===== src/rtl/interrupt_ctrl_if.sv =====
// rtl/interrupt_ctrl_if.sv - vector request/acknowledge handshake between interrupt controller and CPU
interface interrupt_ctrl_if;
    logic       int_req;
    logic [7:0] int_vect;
    logic       int_ack;

    modport master (output int_req, output int_vect, input int_ack);
    modport slave  (input int_req, input int_vect, output int_ack);
endinterface


===== src/rtl/interrupt_ctrl.sv =====
// rtl/interrupt_ctrl.sv - 8051 interrupt arbiter with two-level in-service tracking
// Define T2_INT_EN to let timer 2 (source 5, vector 0x2B) take part in arbitration.
module interrupt_ctrl (
    input  logic                    clock,
    input  logic                    reset,
    input  logic [7:0]              IE_data,
    input  logic [7:0]              IP_data,
    input  logic [5:0]              src_flags,
    input  logic                    inst_boundary,
    input  logic                    reti,
    interrupt_ctrl_if.master        irq,
    output logic [5:0]              int_clr,
    output logic [1:0]              in_svc
);

`ifdef T2_INT_EN
    localparam logic [5:0] SRC_MASK = 6'h3F;
`else
    localparam logic [5:0] SRC_MASK = 6'h1F;
`endif

    typedef enum logic [1:0] {ST_IDLE, ST_REQ, ST_ACK} state_t;

    state_t     state_q, state_d;
    logic       req_q, req_d;
    logic [7:0] vect_q, vect_d;
    logic [2:0] idx_q, idx_d;
    logic       lvl_q, lvl_d;
    logic [5:0] clr_q, clr_d;
    logic [1:0] svc_q, svc_d;

    logic [5:0] eligible, hi_acc, lo_acc, pick;
    logic [2:0] win_idx;
    logic       win_lvl, has_win;
    logic [1:0] svc_after_reti;
    logic       unused_sfr_bits;

    assign unused_sfr_bits = ^{IE_data[6], IP_data[7:6]};

    always_comb begin
        eligible = src_flags & IE_data[5:0] & {6{IE_data[7]}} & SRC_MASK;
        hi_acc   = eligible & IP_data[5:0] & {6{~svc_q[1]}};
        lo_acc   = eligible & ~IP_data[5:0] & {6{svc_q == 2'b00}};
        win_lvl  = |hi_acc;
        pick     = win_lvl ? hi_acc : lo_acc;
        has_win  = |pick;
        win_idx  = 3'd0;
        // Scan downward so the lowest set index is the last one written.
        for (int i = 5; i >= 0; i--) begin
            if (pick[i]) win_idx = 3'(i);
        end
    end

    // RETI retires the most recently entered level: high if active, else low.
    always_comb begin
        svc_after_reti = svc_q;
        if (reti) begin
            if (svc_q[1]) svc_after_reti = {1'b0, svc_q[0]};
            else          svc_after_reti = 2'b00;
        end
    end

    always_comb begin
        state_d = state_q;
        req_d   = req_q;
        vect_d  = vect_q;
        idx_d   = idx_q;
        lvl_d   = lvl_q;
        clr_d   = 6'b0;
        svc_d   = svc_after_reti;
        case (state_q)
            ST_IDLE: begin
                if (inst_boundary && !reti && has_win) begin
                    idx_d   = win_idx;
                    lvl_d   = win_lvl;
                    vect_d  = {2'b00, win_idx, 3'b011};
                    req_d   = 1'b1;
                    state_d = ST_REQ;
                end
            end
            ST_REQ: begin
                if (irq.int_ack) begin
                    req_d        = 1'b0;
                    state_d      = ST_ACK;
                    // Only the external-edge and timer 0/1 flags are hardware-cleared.
                    clr_d        = (idx_q < 3'd4) ? (6'b000001 << idx_q) : 6'b0;
                    svc_d[lvl_q] = 1'b1;
                end
            end
            ST_ACK: begin
                state_d = ST_IDLE;
            end
            default: begin
                state_d = ST_IDLE;
            end
        endcase
    end

    always_ff @(posedge clock) begin
        if (reset) begin
            state_q <= ST_IDLE;
            req_q   <= 1'b0;
            vect_q  <= 8'h00;
            idx_q   <= 3'd0;
            lvl_q   <= 1'b0;
            clr_q   <= 6'b0;
            svc_q   <= 2'b00;
        end else begin
            state_q <= state_d;
            req_q   <= req_d;
            vect_q  <= vect_d;
            idx_q   <= idx_d;
            lvl_q   <= lvl_d;
            clr_q   <= clr_d;
            svc_q   <= svc_d;
        end
    end

    assign irq.int_req  = req_q;
    assign irq.int_vect = vect_q;
    assign int_clr      = clr_q;
    assign in_svc       = svc_q;

endmodule


===== src/flat_wrapper.sv =====
// flat-port wrapper written by rule: the top's interface ports become plain ports
module interrupt_ctrl_flat 
  (clock, reset, IE_data, IP_data, src_flags, inst_boundary, reti, int_clr, in_svc, irq_int_req, irq_int_vect, irq_int_ack);
  interrupt_ctrl_if irq_i ();
  input  logic clock;
  input  logic reset;
  input  logic [7:0] IE_data;
  input  logic [7:0] IP_data;
  input  logic [5:0] src_flags;
  input  logic inst_boundary;
  input  logic reti;
  output logic [5:0] int_clr;
  output logic [1:0] in_svc;
  output wire logic [$bits(irq_i.int_req)-1:0] irq_int_req;
  output wire logic [$bits(irq_i.int_vect)-1:0] irq_int_vect;
  input wire logic [$bits(irq_i.int_ack)-1:0] irq_int_ack;
  assign irq_int_req = irq_i.int_req;
  assign irq_int_vect = irq_i.int_vect;
  assign irq_i.int_ack = irq_int_ack;
  interrupt_ctrl u_core (.clock(clock), .reset(reset), .IE_data(IE_data), .IP_data(IP_data), .src_flags(src_flags), .inst_boundary(inst_boundary), .reti(reti), .irq(irq_i), .int_clr(int_clr), .in_svc(in_svc));
endmodule

===== config.mk =====
export PLATFORM = sky130hd
export DESIGN_NAME = interrupt_ctrl_flat
export DESIGN_NICKNAME = d
export VERILOG_FILES = /design/src/rtl/interrupt_ctrl_if.sv /design/src/rtl/interrupt_ctrl.sv /design/src/flat_wrapper.sv
export SDC_FILE = /design/constraint.sdc
export NUM_CORES = 1
export LEC_CHECK = 0
export CORE_MARGIN = 3
export CORE_UTILIZATION = 34
export CTS_BUF_LIST = sky130_fd_sc_hd__clkbuf_8 sky130_fd_sc_hd__clkbuf_16
export DETAILED_ROUTE_END_ITERATION = 8
export PLACE_DENSITY = 0.74
export SYNTH_ARGS = -nofsm -noshare
export SYNTH_HDL_FRONTEND = slang
export SYNTH_SLANG_ARGS = --single-unit

===== constraint.sdc =====
create_clock -name clock -period 1.69 [get_ports clock]
set_clock_uncertainty 0.1 [all_clocks]
set_input_delay 0.338 -clock clock [delete_from_list [all_inputs] [get_ports clock]]
set_output_delay 0.338 -clock clock [all_outputs]
set_load 0.05 [all_outputs]

Word level (Yosys, flattened, before mapping). Cells that the tools add are included.

Output and inout bits: 17. Register bits: 20. Input bits: 27.

Equal/unequal tests: 3. Reductions and logical operators: 13. Shift-type cells: 1. Muxes and demuxes: 19. Bitwise logic cells: 12. Order comparisons: 3.

Operators with widths (number): 2-to-1 mux 3 bit (6); AND 5 x 6 -> 6 bit (2); AND 6 bit (2); OR reduction 6 bit (2); AND 5 bit (2); 2-to-1 mux 2 bit (5); 2-to-1 mux 6 bit (1); NOT 6 bit (1); left shift 1 x 3 -> 6 bit, first input constant (1); zero test 2 bit (2); 2-to-1 mux 1 bit (4); NOT 1 bit (4); one-hot mux 2 bit (2 select lines) (1); AND reduction 2 bit (2); OR reduction 4 bit (1); logical AND 1 bit (3); less-than comparator 3 bit, second input constant (1); AND reduction 3 bit (1); == test 2 x 1 -> 1 bit, second input constant (1); less-than comparator 1 x 2 -> 1 bit, second input constant (1); inequality test 2 x 1 -> 1 bit, second input constant (1); inequality test 2 bit, second input constant (1); OR 2 bit (1); one-hot mux 1 bit (2 select lines) (1); 4 further kinds (4).

Logic depth before layout (Yosys ltp).
Depth after elaboration: 12. Mapped depth: 5.

Worst setup path before layout. Ideal clock, no wire load.

Kind: reg-to-reg. Start point: reg u_core.svc_q[1] (netlist: u_core.in_svc[1]). End point: reg u_core.idx_q[1]. Stages on the path, launching flop included: 6. Data required time: 1.474 ns. Path buffers: 0. Period minus slack after synthesis: 1.919 ns. Data arrival time: 1.704 ns. Slack: -0.229 ns. Path through: dfxtp_1 -> or3b_1 -> and4bb_4 -> o211ai_4 -> and2_1 -> a31o_1.

Longest elaborated chain between the ends: 9. Elaborated cells between the ends (all ways): 14.

Ends and longest elaborated chain: start: declaration (line interrupt_ctrl.sv:30) `logic [1:0] svc_q, svc_d;`; start signal: assignment (line interrupt_ctrl.sv:115) `svc_q <= svc_d;`; NOT 1 bit (line interrupt_ctrl.sv:42) `hi_acc = eligible & IP_data[5:0] & {6{~svc_q[1]}};`; AND 6 bit (line interrupt_ctrl.sv:42); OR reduction 6 bit (line interrupt_ctrl.sv:44) `win_lvl = |hi_acc;`; 2-to-1 mux 6 bit * (line interrupt_ctrl.sv:45) `pick = win_lvl ? hi_acc : lo_acc;`; 2-to-1 mux 3 bit (5 in a row) (line interrupt_ctrl.sv:50) `if (pick[i]) win_idx = 3'(i);`; end signal: assignment (line interrupt_ctrl.sv:112) `idx_q <= idx_d;`; end: declaration (line interrupt_ctrl.sv:27) `logic [2:0] idx_q, idx_d;`.

Mark *: on every way between the ends. The rest lies on a longest branch, timed or not. A chain may end at the register's enable or synchronous reset.

Final worst setup path.
Start point: reg u_core.svc_q[0] (netlist: u_core.in_svc[0]). End point: reg u_core.idx_q[1].

Longest elaborated chain between the ends: 8. Elaborated cells between the ends (all ways): 11.

Ends and longest elaborated chain: zero test 2 bit * (line interrupt_ctrl.sv:43) `lo_acc = eligible & ~IP_data[5:0] & {6{svc_q == 2'b00}};`; AND 6 bit * (line interrupt_ctrl.sv:43); 2-to-1 mux 6 bit * (line interrupt_ctrl.sv:45); 2-to-1 mux 3 bit (5 in a row) (line interrupt_ctrl.sv:50).

Marked as above.

==> impl_results.md <==
- Area delta synth->final: 77.9%
- Insertion delay to the later sink of the worst-skew pair: 0.25 ns
- Routed len/inst: 13.3 um
- First-pass GRT wire length: 3460 um
- Sw frac: 26.5%
- CP Launch Type: register
- Diodes inserted: 0
- Failing checks: setup timing
- CTS root buffer: clkbuf_8
- GP Congestion: 0.737
- DP HPWL: 1770 um
- Worst hold start: u_core.lvl_q$_SDFFE_PP0P_
- Worst Hold Path EP: u_core.lvl_q$_SDFFE_PP0P_
- Global route overflow: 0
- Die X: 54.8 um
- Final ANT Viol Nets: 0
- Fmax: 0.560 GHz
- Power Density: 670 nW/um2
- Max Cap Viol: 0
- CTS tree: built
- Crit path kind: register to register
- Place WS: -0.548 ns
- Final setup viols: 4
- Yosys cell types: 38
- Reg-to-Reg Start: u_core.in_svc[0]$_SDFF_PP0_
- Min Clock Period, post-route: 1.79 ns
- Dominant cell type by area after synthesis: dfxtp_1
- DIE HEIGHT: 54.8 um
- FF-to-FF path depth: 5
- R2R setup slack: -0.1 ns
- Gate power share: between 20% and 30%
- Final Cycle Share: 106%
- WP data required: 1.73 ns
- Clock Power Share: 34.2%
- Syn_area_per_cell: 8.91 um2
- Top FF cell, synth: dfxtp_1
- CTS H-tree lvls: 1
- Most frequent cell after synthesis: dfxtp_1
- Sequential power share: 41.0%
- Unrepaired setup endpoints after global routing: true
- Yosys warning count: 0
- Sequential share of the synthesized area: 39.5%
- Final setup margin: -0.0960 ns
- # IOs: 44
- Largest net degree at the start of global routing: 11
- Worst r2r dst: u_core.idx_q[1]$_SDFFE_PP0P_
- Status: finished with violations
- Cell count after synthesis: 91
- Hold_buf cts: 0
- Synth top area share: between 30% and 40%
- Vias in the first global route: 788
- Core area: 2230 um2
- Row count: 17
- Int Power: 0.710 mW
- Share of cells above drive strength 1: 34.0%
- Hold Path Class: register to register
- Die footprint: 3010 um2
- Post-synth ARST share: 0%
- Final hold violation count: 0
- GRT Resource Usage Total: 16.4%
- DRT iter0 DRCs: 22
- Total Nets Final: 172
- Arrival @ worst endpoint: 1.82 ns
- VDD IR-drop max: 566 uV
- Reg clk slew, reported paths: 0.06 ns
- Residual DRC: 0
- Static Leakage: 0.593 nW
- CTS max path bufs: 2
- Initial core utilization: 36.3%
- Synth cell count leaders: dfxtp_1 (16), a21oi_1 (10), nand2_1 (7), nor2_1 (7), nand3_1 (5)
- Critical path fanouts, max: 4
- Tot Pwr: 0.967 mW
- Initial antenna violation count: 0
- NetSw: 0.256 mW
- DRT Pass-1 Iters: 5
- Syn Std Cell Area: about 810 um2
- Port Buffers: 34
- Final Slew Violations: 0
- Post-synth EDFFs: 0
- Hold path depth: 2
- TritonCTS Buffers: 3
- Area contributors post-synth: dfxtp_1 (40%), a21oi_1 (6.2%), buf_4 (3.7%), nand3b_1 (3.7%), nand2_1 (3.2%)
- Vias per cell: 5.02
- Seq cells post-synth: 16
- Final wirelength: ~2300 um
- CP endpoint kind: register
- CTS sink cnt: 16
- Via count: 863
[state kept, by name, indices dropped and copies added, names as in the netlist]
signal               flops
u_core.irq.int_req       1
u_core.idx_q             2
u_core.irq.int_vect      2
u_core.in_svc            2
u_core.state_q           2
u_core.int_clr           6
u_core.lvl_q             1
[worst max-delay path by stage]
stage                                         to                         from  cells after the start
floorplan           u_core.idx_q[1]$_SDFFE_PP0P_  u_core.in_svc[0]$_SDFF_PP0_                      5
global placement    u_core.idx_q[1]$_SDFFE_PP0P_                   IE_data[7]                      6
detailed placement  u_core.idx_q[1]$_SDFFE_PP0P_                   IE_data[7]                      6
CTS                 u_core.idx_q[1]$_SDFFE_PP0P_  u_core.in_svc[1]$_SDFF_PP0_                      5
global route        u_core.idx_q[1]$_SDFFE_PP0P_  u_core.in_svc[0]$_SDFF_PP0_                      5
finish              u_core.idx_q[1]$_SDFFE_PP0P_  u_core.in_svc[0]$_SDFF_PP0_                      5
[worst max-delay path, cell delays in order, from the launching register on]
cell      delay [ns]
dfxtp_4         0.34
or3b_4          0.38
and4bb_4        0.37
o211ai_4        0.10
and2_4          0.17
a31o_1          0.21
[repair_timing]
action	4_1_cts	5_1_grt
setup endpoints to repair	7	7
pin swaps	7	6
setup buffers	3	2
gates resized for setup	4	6
[area by class of cell]
class,instances,area [um2]
fill,181,791
timing repair buffer,50,514
multi-input combinational,72,503
sequential,16,328
clock buffer,4,55.1
tap,28,35.0
inverter,2,7.51
[per-layer routing]
metal	part of all wire (%)	wire length [um]	up-vias	track usage, %
li1	-	-	433	-
met1	41	936	392	19.5
met2	52	1190	36	28.1
met3	6.1	140	2	5.18
met4	0.92	21	0	4.15
met5	0	0	-	0
[per-stage QoR]
| step | std cells | setup TNS [ns] | util (%) | hold WS [ns] | cell area, um2 |
|---|---|---|---|---|---|
| final | 172 | -0.296 | 64.6 | 0.376 | 1440 |
| after global routing | 172 | -0.569 | 64.6 | 0.398 | 1440 |
| after CTS | 170 | -0.131 | 62.6 | 0.377 | 1400 |
| after detailed placement | 163 | -3.07 | 58.8 | 0.370 | 1310 |
| after global placement | 163 | -2.75 | 58.8 | 0.358 | 1310 |
| after floorplan | 95 | -0.160 | - | 0.350 | 836 |
[cell usage in the layout, fill, tap and decap left out, types with 4 or more instances in the layout]
| cell type | netlist | routed |
|---|---|---|
| buf_4 | 4 | 22 |
| clkdlybuf4s50_1 | 0 | 18 |
| dfxtp_1 | 16 | 14 |
| a21oi_1 | 10 | 10 |
| nor2_1 | 7 | 7 |
| nand2_1 | 7 | 7 |
| buf_12 | 0 | 7 |
| conb_1 | 1 | 5 |
| nand3b_1 | 4 | 4 |
| clkbuf_8 | 0 | 4 |
[power by group through the flow]
stage / clock network (mW) / logic (mW) / registers [mW]
floorplan: 0 / 0.0921 / 0.429
global placement: 0 / 0.217 / 0.404
detailed placement: 0 / 0.222 / 0.405
CTS: 0.344 / 0.228 / 0.396
global route: 0.354 / 0.254 / 0.397
finish: 0.331 / 0.239 / 0.396
[logic make-up after synthesis]
kind of cell / Yosys count / share of synthesized area [%]
compound gates: 22 / 19.1
buf+inv: 7 / 5.09
flops: 16 / 39.5
other cells: 1 / 0.463
simple gates: 45 / 35.8
No activity file was read; power rests on OpenSTA's default activity.
